File: src/rtl/serial_tx_pkg.sv
// rtl/serial_tx_pkg.sv - shared state encoding and line levels for the serial link
package serial_pkg;

   typedef enum logic [2:0] {
      IDLE,
      START,
      DATA,
      PARITY,
      STOP
   } tx_state_t;

   localparam logic IDLE_LEVEL  = 1'b1;
   localparam logic START_LEVEL = 1'b0;
   localparam logic STOP_LEVEL  = 1'b1;

endpackage

File: src/rtl/serial_tx_if.sv
// rtl/serial_tx_if.sv - valid/ready word handshake into the serial transmitter
interface serial_tx_if #(
   parameter int DATA_W = 8
);

   logic [DATA_W-1:0] tx_data;
   logic              tx_valid;
   logic              tx_ready;

   modport master (
      output tx_data,
      output tx_valid,
      input  tx_ready
   );

   modport slave (
      input  tx_data,
      input  tx_valid,
      output tx_ready
   );

endinterface

File: src/rtl/serial_tx_bit_timer.sv
// rtl/serial_tx_bit_timer.sv - per-bit clock counter with a one-cycle bit_done pulse
module bit_timer #(
   parameter int CLKS_PER_BIT = 4
) (
   input  logic clk,
   input  logic reset,
   input  logic restart,
   output logic bit_done
);

   localparam int CW = (CLKS_PER_BIT > 1) ? $clog2(CLKS_PER_BIT) : 1;
   localparam logic [CW-1:0] LAST_CLK = CW'(CLKS_PER_BIT - 1);

   logic [CW-1:0] clk_cnt;

   // bit_done marks the last clock of a bit period; with CLKS_PER_BIT=1 it is high every cycle
   assign bit_done = (clk_cnt == LAST_CLK);

   // count clocks within a bit, wrapping at each bit boundary or on restart
   always_ff @(posedge clk or negedge reset) begin
      if (!reset) begin
         clk_cnt <= '0;
      end else if (restart || bit_done) begin
         clk_cnt <= '0;
      end else begin
         clk_cnt <= clk_cnt + CW'(1);
      end
   end

endmodule

File: src/rtl/serial_tx.sv
// rtl/serial_tx.sv - UART-style serial transmitter, optional parity bit via SERIAL_TX_PARITY_EN
module serial_tx
   import serial_pkg::*;
#(
   parameter int DATA_W       = 8,
   parameter int CLKS_PER_BIT = 4
) (
   input  logic         clk,
   input  logic         reset,
   serial_tx_if.slave   bus,
   output logic         tx_line,
   output logic         busy
);

   localparam int BW = (DATA_W > 1) ? $clog2(DATA_W) : 1;
   localparam logic [BW-1:0] LAST_BIT = BW'(DATA_W - 1);

   tx_state_t         state_q, state_d;
   logic [DATA_W-1:0] shift_q, shift_d;
   logic [BW-1:0]     bit_idx_q, bit_idx_d;
   logic              tx_line_d;
   logic              tx_ready_q;
   logic              transfer;
   logic              restart;
   logic              bit_done;
`ifdef SERIAL_TX_PARITY_EN
   logic              parity_q, parity_d;
`endif

   assign bus.tx_ready = tx_ready_q;
   assign transfer     = bus.tx_valid && tx_ready_q;

   // timer is held at zero while idle and realigned whenever the state changes
   assign restart = (state_q == IDLE) || (state_d != state_q);

   bit_timer #(
      .CLKS_PER_BIT (CLKS_PER_BIT)
   ) u_bit_timer (
      .clk      (clk),
      .reset    (reset),
      .restart  (restart),
      .bit_done (bit_done)
   );

   // next-state, shift register and bit index update
   always_comb begin
      state_d   = state_q;
      shift_d   = shift_q;
      bit_idx_d = bit_idx_q;
`ifdef SERIAL_TX_PARITY_EN
      parity_d  = parity_q;
`endif
      case (state_q)
         IDLE: begin
            if (transfer) begin
               state_d   = START;
               shift_d   = bus.tx_data;
               bit_idx_d = '0;
`ifdef SERIAL_TX_PARITY_EN
               parity_d  = ^bus.tx_data;
`endif
            end
         end
         START: begin
            if (bit_done) begin
               state_d   = DATA;
               bit_idx_d = '0;
            end
         end
         DATA: begin
            if (bit_done) begin
               if (bit_idx_q == LAST_BIT) begin
                  bit_idx_d = '0;
`ifdef SERIAL_TX_PARITY_EN
                  state_d   = PARITY;
`else
                  state_d   = STOP;
`endif
               end else begin
                  shift_d   = shift_q >> 1;
                  bit_idx_d = bit_idx_q + BW'(1);
               end
            end
         end
`ifdef SERIAL_TX_PARITY_EN
         PARITY: begin
            if (bit_done) begin
               state_d = STOP;
            end
         end
`endif
         STOP: begin
            if (bit_done) begin
               state_d = IDLE;
            end
         end
         default: begin
            state_d = IDLE;
         end
      endcase
   end

   // line level for the upcoming cycle, so the registered tx_line lines up with the new state
   always_comb begin
      tx_line_d = IDLE_LEVEL;
      case (state_d)
         START:   tx_line_d = START_LEVEL;
         DATA:    tx_line_d = shift_d[0];
`ifdef SERIAL_TX_PARITY_EN
         PARITY:  tx_line_d = parity_d;
`endif
         STOP:    tx_line_d = STOP_LEVEL;
         default: tx_line_d = IDLE_LEVEL;
      endcase
   end

   // state and registered outputs; reset forces the line idle without waiting for a clock
   always_ff @(posedge clk or negedge reset) begin
      if (!reset) begin
         state_q    <= IDLE;
         shift_q    <= '0;
         bit_idx_q  <= '0;
         tx_line    <= IDLE_LEVEL;
         tx_ready_q <= 1'b1;
         busy       <= 1'b0;
      end else begin
         state_q    <= state_d;
         shift_q    <= shift_d;
         bit_idx_q  <= bit_idx_d;
         tx_line    <= tx_line_d;
         tx_ready_q <= (state_d == IDLE);
         busy       <= (state_d != IDLE);
      end
   end

`ifdef SERIAL_TX_PARITY_EN
   // parity is captured with the word so later tx_data changes cannot affect it
   always_ff @(posedge clk or negedge reset) begin
      if (!reset) begin
         parity_q <= 1'b0;
      end else begin
         parity_q <= parity_d;
      end
   end
`endif

endmodule

File: src/flat_wrapper.sv
// flat-port wrapper written by rule: the top's interface ports become plain ports
module serial_tx_flat import serial_pkg::*;
#(
   parameter int DATA_W       = 8,
   parameter int CLKS_PER_BIT = 4
)
  (clk, reset, tx_line, busy, bus_tx_data, bus_tx_valid, bus_tx_ready);
  serial_tx_if #(.DATA_W(DATA_W)) bus_i ();
  input  logic clk;
  input  logic reset;
  output logic tx_line;
  output logic busy;
  input wire logic [$bits(bus_i.tx_data)-1:0] bus_tx_data;
  input wire logic [$bits(bus_i.tx_valid)-1:0] bus_tx_valid;
  output wire logic [$bits(bus_i.tx_ready)-1:0] bus_tx_ready;
  assign bus_i.tx_data = bus_tx_data;
  assign bus_i.tx_valid = bus_tx_valid;
  assign bus_tx_ready = bus_i.tx_ready;
  serial_tx #(.DATA_W(DATA_W), .CLKS_PER_BIT(CLKS_PER_BIT)) u_core (.clk(clk), .reset(reset), .bus(bus_i), .tx_line(tx_line), .busy(busy));
endmodule
File: config.mk
export PLATFORM = sky130hd
export DESIGN_NAME = serial_tx_flat
export DESIGN_NICKNAME = d
export VERILOG_FILES = /design/src/rtl/serial_tx_pkg.sv /design/src/rtl/serial_tx_if.sv /design/src/rtl/serial_tx_bit_timer.sv /design/src/rtl/serial_tx.sv /design/src/flat_wrapper.sv
export SDC_FILE = /design/constraint.sdc
export NUM_CORES = 1
export LEC_CHECK = 0
export BUFFER_PORTS_ARGS = -buffer_cell sky130_fd_sc_hd__buf_2
export CORE_UTILIZATION = 31
export CTS_CLUSTER_SIZE = 16
export DETAILED_ROUTE_END_ITERATION = 12
export SLEW_MARGIN = 20
export SYNTH_ARGS = -nofsm -noshare
export SYNTH_HDL_FRONTEND = slang
export SYNTH_SLANG_ARGS = --single-unit
File: constraint.sdc
create_clock -name clk -period 4.55 [get_ports clk]
set_clock_uncertainty 0.15 [all_clocks]
set_input_delay 0 -clock clk [delete_from_list [all_inputs] [get_ports clk]]
set_output_delay 0 -clock clk [all_outputs]
set_load 0.005 [all_outputs]
; Yosys cells after proc, flatten, opt, wreduce, memory -nomap -nowiden
; Index checks and enable logic that the tools add are counted.
[classes]
n_eq_ne = 12
reduce_logical = 10
mux = 17
addsub = 2
[ops]
columns = operator, n
row1 = 3-bit 2-to-1 mux, 9
row2 = 8-bit 2-to-1 mux, 3
row3 = 8-bit case mux with 2 select lines, 1
row4 = 3-bit case mux with 4 select lines, 1
row5 = 3-bit case mux with 3 select lines, 1
row6 = 4-bit AND reduction, 2
row7 = "3-bit by 1-bit == test with 1-bit output, second input constant", 2
row8 = "3-bit by 2-bit == test with 1-bit output, second input constant", 2
row9 = "3-bit == test, second input constant", 2
row10 = 3-bit zero test, 2
row11 = "2-bit inequality test, second input constant", 3
row12 = 3-bit nonzero test, 2
row13 = "3-bit by 1-bit adder with 3-bit output, second input constant", 1
row14 = 3-bit inequality test, 1
row15 = "2-bit by 1-bit adder with 2-bit output, second input constant", 1
row16 = "2-bit == test, second input constant", 1
row17 = 1-bit logical OR, 2
row18 = 2-bit 2-to-1 mux, 1
row19 = "2-bit by 1-bit inequality test with 1-bit output, second input constant", 1
row20 = 1-bit case mux with 2 select lines, 1
row21 = 2-bit nonzero test, 1
row22 = 1-bit logical AND, 1
[word_totals]
in_bits = 11
out_inout_bits = 3
word_cells = 49
ff_bits = 19

; Depth between registers and ports, before layout
[depth]
ltp_word = 8
mapped_depth = 6
depth_no_buf = 6

; Modules after synthesis
; Synthesis repeated with hierarchy kept, for this count alone.
[hier_totals]
hier_cells = 90
area_unflattened_um2 = 1034.7
[by_module_without_submodules]
columns = mod, cells_each, area_per_inst_um2, n_inst, seq_area_each_um2
row1 = serial_tx, 85, 949.7, 1, 427.9
row2 = bit_timer, 5, 85.1, 1, 50.0

; Least setup slack after synthesis
; OpenSTA, ideal clock, no wires.
[synth_timing]
path_type = register to register
from = reg u_core.bit_idx_q[0]
to = reg u_core.shift_q[1]
arrival_time_ps = 1599
required_ps = 4268
setup_time_ps = 132
path_stages_with_launch = 7
path_buffers = 0
period_less_slack_ps = 1881
setup_slack_ps = 2669
path_cell_list = dfrtp_1 > ha_1 > ha_1 > nand2b_1 > mux2_2 > nor3_2 > o21ai_1
[synth_via]
elab_chain_len = 3
[synth_lines]
columns = element, line_no
row1 = from (decl), serial_tx.sv:20  ; logic [BW-1:0] bit_idx_q, bit_idx_d;
row2 = from (signal assigned), serial_tx.sv:129  ; bit_idx_q <= bit_idx_d;
row3 = 3-bit == test, serial_tx.sv:72  ; if (bit_idx_q == LAST_BIT) begin
row4 = 2-bit inequality test (no line), n/a
row5 = 4-bit AND reduction (no line), n/a
row6 = to (signal assigned), serial_tx.sv:128  ; shift_q <= shift_d;
row7 = to (decl), serial_tx.sv:19  ; logic [DATA_W-1:0] shift_q, shift_d;
; Every way passes these cells.
; A chain may end at the register's enable or synchronous reset.

; Worst setup path in the final report
[layout_timing]
from = reg u_core.bit_idx_q[0]
to = reg u_core.shift_q[5]
; The elaborated chain is that of the path after synthesis.

==> qor.txt <==
=================================================================================
Outcome                                                              complete, no violations
Horizontal die dimension                                                  57.9 µm
Portion of synthesized cell area occupied by the leading cell type          0.439
Post-detailed-route count of antenna-violating nets                             0
Synth Instances                                                                91
Post-layout power                                                          585 µW
Worst slew pin tran                                                      0.609 ns
IR drop worst, VDD                                                       0.246 mV
I/O Pins                                                                       14
Most common library cell in the layout ignoring fill and taps        sky130_fd_sc_hd__dfrtp_1
Final hold violation count                                                      0
Commonest non-fill, non-tap cells in the layout                      sky130_fd_sc_hd__dfrtp_1, sky130_fd_sc_hd__buf_2, sky130_fd_sc_hd__inv_1
Critical path launch point type                                              flop
Layout filler cell count                                                      284
Rel. slew slack                                                             0.591
Max H-tree Level                                                                1
Dominant synthesized flop cell                                       sky130_fd_sc_hd__dfrtp_1
Sequential area share after synthesis                                       0.494
Global route overflow                                                           0
HPWL after detailed placement                                             1280 µm
Post-synth EDFFs                                                                0
Die Ht                                                                    57.9 µm
Pin count of the biggest net entering global routing                           20
Global-route wire length before repair                                    3250 µm
Crit share post-route                                                       0.461
Placer's final routability congestion estimate                              0.717
Worst Setup End Kind                                                         flop
Num Clock Sinks                                                                19
Largest cells by area after synthesis                                sky130_fd_sc_hd__dfrtp_1, sky130_fd_sc_hd__dfstp_2, sky130_fd_sc_hd__a22oi_1, sky130_fd_sc_hd__o21ai_1, sky130_fd_sc_hd__ha_1
Setup repair after global routing missed its margin                            no
Std-Cell Rows                                                                  19
Share of post-route cells with drive strength above 1                       0.223
Clock Root Buffer                                                    sky130_fd_sc_hd__clkbuf_4
Syn avg cell area                                                        10.6 µm²
Worst skew pair latency                                                   0.30 ns
Peak fanout along the critical path                                             7
Iter 0 DRT Violations                                                          14
Relative area change from synthesis to final layout                         19.6%
Via density per instance                                                     5.12
Syn. warnings                                                                   0
Leakage power                                                         0.000528 µW
Core footprint                                                           2850 µm²
Clk slew on worst S/H paths                                               0.10 ns
Setup violations, final                                                         0
Full die area                                                            3350 µm²
First element of the critical path                                   u_core.bit_idx_q[0]
First drt pass iteration count                                                  4
Yosys cell types                                                               32
Sum of routed wire length over all layers                                 1780 µm
IO Port Bufs                                                                   13
Maximum number of buffers from clock root to sink                               2
Endpoint of the worst-slack reg-to-reg timing path                   u_core.shift_q[5]
Number of cells traversed by the worst register-to-register path                6
Diodes inserted                                                                 0
Number of global-route vias before repair                                     732
Cell type with the largest total area after synthesis                sky130_fd_sc_hd__dfrtp_1
Min Clock Period, post-route                                              2.10 ns
PwrDens                                                                505 nW/µm²
Post-CTS Resized                                                                0
TritonCTS clock tree                                                        built
Post-CTS setup-driven buffer insertion count                                    0
Data required time at the worst endpoint                                  4.59 ns
Highest attainable clock frequency                                        476 MHz
Number of antenna violations at the first check in global routing               0
Post-synthesis net count                                                      105
Number of register bits inferred by synthesis                                  19
Worst EP arrival                                                          2.14 ns
Register-to-register setup slack                                          2.45 ns
Path category of the worst min-delay check                           input pin to async pin
Launch instance of the worst register-to-register path               u_core.bit_idx_q[0]
Final-layout setup total negative slack                                      0 ns
Cell Area, Synth                                                          968 µm²
Storage cell area                                                         478 µm²
Async set-reset flop share out of synthesis                                  1.00
Start-to-end type of the worst setup path                            flop to flop
CTS buffer count                                                                3
Vias                                                                          732
Multi-input gate area in the final layout                                 437 µm²
Layout net count                                                              127
Hold buffer count at cts                                                        8
Number of violations of the max-capacitance limit                               0
DRC                                                                             0
Routed wire length per instance                                           12.4 µm
Initial Util                                                                0.339
Final number of max-transition violations                                       0
GRT Overall Usage                                                           0.126
=================================================================================
## worst max-delay path by stage
stage / end / slack, ns
floorplan: u_core.shift_q[1] / 2.67
global placement: u_core.shift_q[5] / 2.51
detailed placement: u_core.shift_q[7] / 2.45
CTS: u_core.shift_q[5] / 2.43
global route: u_core.shift_q[7] / 2.32
finish: u_core.shift_q[5] / 2.45
## stage by stage
step | worst slack (ns) | cell area, µm² | instances | util | hold slack (ns)
after CTS | 2.43 | 1160 | 143 | 0.406 | 0.0143
after global placement | 2.51 | 1050 | 131 | 0.369 | -0.191
after floorplan | 2.67 | 968 | 91 | - | -0.446
final | 2.45 | 1160 | 143 | 0.406 | 0.0117
after detailed placement | 2.45 | 1050 | 131 | 0.369 | -0.189
after global routing | 2.32 | 1160 | 143 | 0.406 | 0.0649
## cell usage after synthesis, types with 2 or more instances
cell type	count
sky130_fd_sc_hd__a21oi_1	5
sky130_fd_sc_hd__a22oi_1	6
sky130_fd_sc_hd__and3_1	2
sky130_fd_sc_hd__buf_2	4
sky130_fd_sc_hd__dfrtp_1	17
sky130_fd_sc_hd__dfstp_2	2
sky130_fd_sc_hd__ha_1	3
sky130_fd_sc_hd__inv_1	9
sky130_fd_sc_hd__mux2_1	3
sky130_fd_sc_hd__nand2_1	4
sky130_fd_sc_hd__nand2b_1	4
sky130_fd_sc_hd__nor2_1	4
sky130_fd_sc_hd__nor3_1	2
sky130_fd_sc_hd__o21ai_1	8
## layout make-up
type / instances / area share
repair buffers: 21 / 0.125
clock buffers: 4 / 0.0227
multi-input cells: 59 / 0.377
well taps: 31 / 0.0335
inverters: 9 / 0.0292
flip-flops and latches: 19 / 0.413
## logic make-up after synthesis
kind of cell,after synthesis,synth area share
DFF,19,0.494
muxes,4,0.0465
xor gates and xnor gates,1,0.00905
AOI/OAI and AO/OA,26,0.198
and+or+nand+nor,25,0.159
adders and majority gates,3,0.0388
buffers and inverters,13,0.0556
## where the power goes
part | switching (µW) | internal (µW)
clock | 51.4 | 34.2
combinational | 99.2 | 104
sequential | 58.9 | 237
## critical path, stage by stage (launching register included)
cell	delay, ns
sky130_fd_sc_hd__dfrtp_1	0.41
sky130_fd_sc_hd__ha_1	0.21
sky130_fd_sc_hd__ha_1	0.23
sky130_fd_sc_hd__nand2b_1	0.22
sky130_fd_sc_hd__mux2_2	0.30
sky130_fd_sc_hd__nor3_2	0.35
sky130_fd_sc_hd__o21ai_1	0.11
## routing by layer
| metal | global-route usage | up-vias | routed length [µm] |
|---|---|---|---|
| met2 | 0.202 | 14 | 826 |
| met3 | 0.0134 | 5 | 44 |
| met1 | 0.170 | 349 | 865 |
| met4 | 0.0612 | 0 | 39 |
| met5 | 0 | - | 0 |
| li1 | - | 364 | - |
## flip-flops by register name, indices dropped and copies added (netlist names)
| name | cells |
|---|---|
| u_core.shift_q | 8 |
| u_core.bit_idx_q | 3 |
| u_core.state_q | 3 |
| u_core.u_bit_timer.clk_cnt | 2 |
| u_core.bus.tx_ready | 1 |
| u_core.busy | 1 |
| u_core.tx_line | 1 |
No activity file was read; power rests on OpenSTA's default activity.
